### src/rtl/n64adv2_vout_timing_gen.sv
`default_nettype none
// ============================================================================
// Module   : n64adv2_vout_timing_gen
// Purpose  : HDMI-domain raster timing (HSYNC/VSYNC/DE) and scaler line-fetch
//            requests, with config shadowed at frame boundaries.
// Revision : 1.0 - initial release
// ============================================================================
module n64adv2_vout_timing_gen #(
  parameter int CNT_W    = 12,
  parameter int REQ_LEAD = 2
) (
  input  logic             HDMI_CLK_w,
  input  logic             HDMI_nRST_w,
  input  logic             nresync_i,
  input  logic [CNT_W-1:0] h_act_i,
  input  logic [CNT_W-1:0] h_fp_i,
  input  logic [CNT_W-1:0] h_sync_i,
  input  logic [CNT_W-1:0] h_bp_i,
  input  logic [CNT_W-1:0] v_act_i,
  input  logic [CNT_W-1:0] v_fp_i,
  input  logic [CNT_W-1:0] v_sync_i,
  input  logic [CNT_W-1:0] v_bp_i,
  input  logic             hs_pol_i,
  input  logic             vs_pol_i,
  output logic             HSYNC_o,
  output logic             VSYNC_o,
  output logic             DE_o,
  output logic [CNT_W-1:0] h_cnt_o,
  output logic [CNT_W-1:0] v_cnt_o,
  output logic             frame_start_o,
  output logic             line_req_o,
  output logic [CNT_W-1:0] line_req_idx_o,
  output logic             cfg_err_o
);

  localparam int              c_W1   = CNT_W + 1;
  localparam logic [c_W1-1:0] c_LEAD = REQ_LEAD[c_W1-1:0];

  localparam logic [1:0] c_IDLE = 2'd0;
  localparam logic [1:0] c_LOAD = 2'd1;
  localparam logic [1:0] c_RUN  = 2'd2;
  localparam logic [1:0] c_ERR  = 2'd3;

  logic [1:0]       r_state, w_state_nxt;
  logic [CNT_W-1:0] r_h_act, r_h_fp, r_h_sync, r_h_bp;
  logic [CNT_W-1:0] r_v_act, r_v_fp, r_v_sync, r_v_bp;
  logic             r_hs_pol, r_vs_pol;
  logic [CNT_W-1:0] r_h_cnt, r_v_cnt;
  logic             r_cfg_err;
  logic             r_hs, r_vs, r_de, r_fs, r_req;
  logic [CNT_W-1:0] r_h_out, r_v_out, r_req_idx;

  // Legality is judged two bits wider so a four-term sum can never wrap into range
  function automatic logic axis_legal(input logic [CNT_W-1:0] act, fp, sync, bp);
    logic [CNT_W+1:0] tot;
    tot = {2'b00, act} + {2'b00, fp} + {2'b00, sync} + {2'b00, bp};
    return (act != '0) && (sync != '0) && (tot <= {2'b00, {CNT_W{1'b1}}});
  endfunction

  logic w_in_legal;
  assign w_in_legal = axis_legal(h_act_i, h_fp_i, h_sync_i, h_bp_i) &&
                      axis_legal(v_act_i, v_fp_i, v_sync_i, v_bp_i);

  logic [c_W1-1:0] w_h_tot, w_v_tot, w_hs_beg, w_hs_end, w_vs_beg, w_vs_end;
  logic [c_W1-1:0] w_h, w_v;
  assign w_h      = {1'b0, r_h_cnt};
  assign w_v      = {1'b0, r_v_cnt};
  assign w_hs_beg = {1'b0, r_h_act} + {1'b0, r_h_fp};
  assign w_hs_end = w_hs_beg + {1'b0, r_h_sync};
  assign w_h_tot  = w_hs_end + {1'b0, r_h_bp};
  assign w_vs_beg = {1'b0, r_v_act} + {1'b0, r_v_fp};
  assign w_vs_end = w_vs_beg + {1'b0, r_v_sync};
  assign w_v_tot  = w_vs_end + {1'b0, r_v_bp};

  logic w_h_last, w_v_last, w_frame_end, w_run;
  assign w_h_last    = (w_h == w_h_tot - 1'b1);
  assign w_v_last    = (w_v == w_v_tot - 1'b1);
  assign w_frame_end = (r_state == c_RUN) && w_h_last && w_v_last;
  assign w_run       = (r_state == c_RUN) && nresync_i;

  // Target line wraps into the next frame so its first lines are fetched in vblank
  logic [c_W1-1:0] w_tgt;
  always_comb begin
    w_tgt = w_v + c_LEAD;
    for (int i = 0; i < REQ_LEAD; i++) begin
      if (w_tgt >= w_v_tot) w_tgt = w_tgt - w_v_tot;
    end
  end

  always_ff @(posedge HDMI_CLK_w or negedge HDMI_nRST_w) begin
    if (!HDMI_nRST_w) r_state <= c_IDLE;
    else              r_state <= w_state_nxt;
  end

  always_comb begin
    w_state_nxt = r_state;
    if (!nresync_i) begin
      w_state_nxt = c_IDLE;
    end else begin
      case (r_state)
        c_IDLE:  w_state_nxt = c_LOAD;
        c_LOAD:  w_state_nxt = w_in_legal ? c_RUN : c_ERR;
        c_RUN:   if (w_frame_end && !w_in_legal) w_state_nxt = c_ERR;
        c_ERR:   if (w_in_legal) w_state_nxt = c_LOAD;
        default: w_state_nxt = c_IDLE;
      endcase
    end
  end

  logic             w_de_nxt, w_hs_nxt, w_vs_nxt, w_fs_nxt, w_req_nxt;
  logic [CNT_W-1:0] w_h_out, w_v_out;
  always_comb begin
    w_de_nxt  = 1'b0;
    w_hs_nxt  = ~r_hs_pol;
    w_vs_nxt  = ~r_vs_pol;
    w_fs_nxt  = 1'b0;
    w_req_nxt = 1'b0;
    w_h_out   = '0;
    w_v_out   = '0;
    if (w_run) begin
      w_de_nxt  = (r_h_cnt < r_h_act) && (r_v_cnt < r_v_act);
      w_hs_nxt  = ((w_h >= w_hs_beg) && (w_h < w_hs_end)) ? r_hs_pol : ~r_hs_pol;
      w_vs_nxt  = ((w_v >= w_vs_beg) && (w_v < w_vs_end)) ? r_vs_pol : ~r_vs_pol;
      w_fs_nxt  = (r_h_cnt == '0) && (r_v_cnt == '0);
      w_req_nxt = (r_h_cnt == r_h_act) && (w_tgt < {1'b0, r_v_act});
      w_h_out   = r_h_cnt;
      w_v_out   = r_v_cnt;
    end
  end

  always_ff @(posedge HDMI_CLK_w or negedge HDMI_nRST_w) begin
    if (!HDMI_nRST_w) begin
      {r_h_act, r_h_fp, r_h_sync, r_h_bp} <= '0;
      {r_v_act, r_v_fp, r_v_sync, r_v_bp} <= '0;
      r_hs_pol  <= 1'b0;
      r_vs_pol  <= 1'b0;
      r_h_cnt   <= '0;
      r_v_cnt   <= '0;
      r_cfg_err <= 1'b0;
    end else begin
      if (nresync_i && ((r_state == c_LOAD) || w_frame_end)) begin
        {r_h_act, r_h_fp, r_h_sync, r_h_bp} <= {h_act_i, h_fp_i, h_sync_i, h_bp_i};
        {r_v_act, r_v_fp, r_v_sync, r_v_bp} <= {v_act_i, v_fp_i, v_sync_i, v_bp_i};
        r_hs_pol  <= hs_pol_i;
        r_vs_pol  <= vs_pol_i;
        r_cfg_err <= ~w_in_legal;
      end else if (nresync_i && (r_state == c_ERR) && w_in_legal) begin
        r_cfg_err <= 1'b0;
      end
      if ((r_state == c_RUN) && (w_state_nxt == c_RUN)) begin
        if (w_h_last) begin
          r_h_cnt <= '0;
          r_v_cnt <= w_v_last ? '0 : r_v_cnt + 1'b1;
        end else begin
          r_h_cnt <= r_h_cnt + 1'b1;
        end
      end else begin
        r_h_cnt <= '0;
        r_v_cnt <= '0;
      end
    end
  end

  always_ff @(posedge HDMI_CLK_w or negedge HDMI_nRST_w) begin
    if (!HDMI_nRST_w) begin
      {r_hs, r_vs, r_de, r_fs, r_req} <= '0;
      r_h_out   <= '0;
      r_v_out   <= '0;
      r_req_idx <= '0;
    end else begin
      r_hs    <= w_hs_nxt;
      r_vs    <= w_vs_nxt;
      r_de    <= w_de_nxt;
      r_fs    <= w_fs_nxt;
      r_req   <= w_req_nxt;
      r_h_out <= w_h_out;
      r_v_out <= w_v_out;
      if (w_req_nxt) r_req_idx <= w_tgt[CNT_W-1:0];
    end
  end

  assign HSYNC_o        = r_hs;
  assign VSYNC_o        = r_vs;
  assign DE_o           = r_de;
  assign h_cnt_o        = r_h_out;
  assign v_cnt_o        = r_v_out;
  assign frame_start_o  = r_fs;
  assign line_req_o     = r_req;
  assign line_req_idx_o = r_req_idx;
  assign cfg_err_o      = r_cfg_err;

endmodule
`default_nettype wire

### config.mk
export PLATFORM = sky130hd
export DESIGN_NAME = n64adv2_vout_timing_gen
export DESIGN_NICKNAME = d
export VERILOG_FILES = /design/src/rtl/n64adv2_vout_timing_gen.sv
export SDC_FILE = /design/constraint.sdc
export NUM_CORES = 1
export LEC_CHECK = 0
export CORE_ASPECT_RATIO = 1.5
export CORE_MARGIN = 10
export CORE_UTILIZATION = 45
export CTS_CLUSTER_DIAMETER = 100
export CTS_CLUSTER_SIZE = 20
export DETAILED_ROUTE_END_ITERATION = 8
export PLACE_DENSITY = 0.67
export SLEW_MARGIN = 0
export SYNTH_ARGS = -nofsm -noshare
export SYNTH_HDL_FRONTEND = slang
export SYNTH_SLANG_ARGS = --single-unit
### constraint.sdc
create_clock -name HDMI_CLK_w -period 10.5 [get_ports HDMI_CLK_w]
set_input_delay 2.1 -clock HDMI_CLK_w [delete_from_list [all_inputs] [get_ports HDMI_CLK_w]]
set_output_delay 2.1 -clock HDMI_CLK_w [all_outputs]
set_load 0.02 [all_outputs]
==> metrics.cfg <==
[worst_setup_path]
crit_cells=51
worstPathRequired_ns=10.83
critPathMaxFanout=6
max_stage_delay_ns=0.50
cp_num_buf_inv=3
crit_type=flop to flop
cp-end-kind=flop
cp.arrival_ns=10.61
start_kind=flop
cpMaxStageDelayCell=or4_4
crit_family=compound AO/OA/AOI/OAI gates
reg2reg_depth=51
crit_path_frequent_cell=a21o_1

[timing]
maxSlewViolCount=0
skew_ns=0.00865
rsz0062_at_grt=yes
final_hold_viol_count=0
slew-limit-headroom_pct=17.9
min_period_over_period_pct=97.9
setup_viol=0
worstMarginPinSlew_ns=1.22
min_period_ns=10.28
fmax_ghz=0.0973

[clock_tree]
root_buffer=clkbuf_16
cts.sinks=166
path_clk_slew_ns=0.07
cts_tree=yes
cts_max_level=4
clockBufferDepth=2
cts-buffers-inserted=17
clock_latency_ns=0.45

[detailed_routing]
routed_via_density=5.76
vias=13700
ant_nets=0
drt_iter0_drc=730
drc_errors=0
wirelength_mm=51.3
firstDrtPassIters=5
wl_per_cell_um=21.6

[synthesis]
yosys_warnings=0
synth_edf_count=0
synth-seq-cells=166
synth_nets=2068
synthCells=1689
async_flop_share_pct=100
netlist_area_mm2=0.0166
ys_types=97
ys.flop_type=dfrtp_1
syn_avg_cell_area_um2=9.83
synth_seq_area_share_pct=25.0

[place]
place_congestion=0.953
post-dp-hpwl_mm=41.1
place_area_mm2=0.0188
portBuffers=142

[floorplanning]
dieArea_mm2=0.0451
num_rows=86
core_mm2=0.0366
start_util_pct=45.4
ios=143
fp.dieH_um=255
die_x_um=177

[global_route]
grt_pass1_wl_mm=79.1
overflow=0
antenna_found_initial=1
grt_usage_pct=22.7
grt_pass1_vias=14400
grt_max_degree=94

[job]
cap_violations=0

[layout]
n_antenna_cell=0
drive_gt1_share_pct=17.7
design_area_mm2=0.0200
syn_to_final_growth_pct=20.6
nNetsFinal=2261

[worst_hold_path]
min_path_type=flop to flop
min_path_cells=1

[status]
outcome=completed

-- synth_stat cells, types with 21 or more instances --
| library cell | n | area (um2) |
|---|---|---|
| nor4_1 | 21 | 131 |
| xor2_1 | 43 | 377 |
| and3_1 | 35 | 219 |
| dfrtp_1 | 166 | 4150 |
| mux2_2 | 22 | 248 |
| nand2b_1 | 22 | 138 |
| nand2_1 | 58 | 218 |
| o21ai_0 | 54 | 270 |
| mux2_4 | 60 | 901 |
| nor3_1 | 48 | 240 |
| nor2_1 | 94 | 353 |
| a21oi_1 | 96 | 480 |
| inv_1 | 137 | 514 |
| fa_1 | 56 | 1120 |
| ha_1 | 222 | 2780 |
| clkbuf_1 | 37 | 139 |
| o221a_2 | 33 | 372 |
| xnor2_1 | 78 | 683 |
| o21bai_1 | 46 | 345 |
| nand3_1 | 43 | 215 |
| a21o_1 | 99 | 743 |
-- placed cells by master (no fill, tap or decap), drive strengths merged, types with 6 or more instances in the layout --
master         synthesis  layout
a31oi                  8       8
nor3                  48      48
o221a                 33      33
nand2                 59      59
fa                    56      56
a21o                 101     101
nor2b                 16      16
o21ai                 62      62
a211o                  7       7
nor4                  21      21
a21oi                 99     100
xnor2                 78      78
or4                    7       7
o21bai                46      46
or3                    9       9
clkbuf                37      22
a211oi                13      13
nand3b                 6       6
dfrtp                166     166
nand4                 16      16
nand3                 43      43
ha                   222     222
xor2                  44      44
o21a                  14      14
o2111ai                6       6
clkdlybuf4s50          0     141
mux2                  87      87
nand2b                22      22
nor2                  95      95
buf                   20      88
a2111oi                7       7
and3                  37      37
inv                  137     140
-- final timing paths --
path	start	end	slack [ns]
setup / recovery	r_v_fp[0]$_DFFE_PN0P_	line_req_idx_o[8]$_DFFE_PN0P_	0.22
hold / removal	r_vs_pol$_DFFE_PN0P_	VSYNC_o$_DFF_PN0_	0.46
setup reg to reg	r_v_fp[0]$_DFFE_PN0P_	line_req_idx_o[8]$_DFFE_PN0P_	0.22
hold reg to reg	r_vs_pol$_DFFE_PN0P_	VSYNC_o$_DFF_PN0_	0.46
max in group asynchronous	HDMI_nRST_w	line_req_idx_o[10]$_DFFE_PN0P_	7.26
min in group asynchronous	HDMI_nRST_w	r_h_bp[11]$_DFFE_PN0P_	1.74
-- stage by stage --
step | hold slack [ns] | worst slack, ns | setup TNS (ns) | util, % | cells
finish | 0.459 | 0.221 | 0 | 54.7 | 2378
global route | 0.479 | -0.206 | -2.19 | 54.7 | 2378
CTS | 0.465 | 0.00197 | 0 | 53.2 | 2356
detailed placement | 0.453 | -0.178 | -2.03 | 51.5 | 2324
global placement | 0.444 | 0.0494 | 0 | 51.5 | 2324
floorplan | 0.435 | 0.0119 | 0 | - | 1689
-- sequential cells by signal, summed over array words and instances (netlist names), 2 cells and up --
name            flops
r_h_bp             12
r_h_sync           12
line_req_idx_o     12
r_v_cnt            12
r_h_fp             12
r_v_act            12
r_state             2
r_v_fp             12
h_cnt_o            12
r_h_act            12
r_v_sync           12
r_v_bp             12
r_h_cnt            12
v_cnt_o            12
-- timing repair --
action                     in CTS  in global routing
pin swaps                       3                 44
resized for setup               8                 72
setup endpoints to repair      12                 13
hold buffers                    0                  0
hold endpoints to repair        0                  0
cloned                          0                  2
buffers inserted                1                 20
-- logic make-up (layout without fill, tap and decap cells) --
group / after synthesis / in the layout / share of synthesized area (%)
and+or+nand+nor: 400 / 400 / 12.5
buffers and inverters: 196 / 400 / 5.17
DFF: 166 / 166 / 25.0
AOI/OAI and AO/OA: 434 / 435 / 19.4
muxes: 91 / 91 / 7.52
xor gates and xnor gates: 124 / 124 / 6.82
adders and majority gates: 278 / 278 / 23.5
-- routing by layer --
layer,up-vias,wire length [um],GRT usage (%),part of all wire [%]
met5,-,9,0,0.018
met4,2,2750,12.6,5.4
met3,118,1820,3.63,3.5
met2,343,28100,43.1,55
met1,6759,18700,23.0,36
li1,6486,-,-,-
-- cell type report --
cell class / count / area, um2
fillers: 3264 / 16600
multi-input cells: 1328 / 12000
flip-flops and latches: 166 / 4150
repair buffers: 230 / 2120
well taps: 484 / 606
inverters: 139 / 522
clock buffers: 21 / 450
clock inverters: 10 / 146
Power is left out: the tool's default activity adds up to more than one toggle a clock period on the data nets, which glitch-free logic cannot reach.
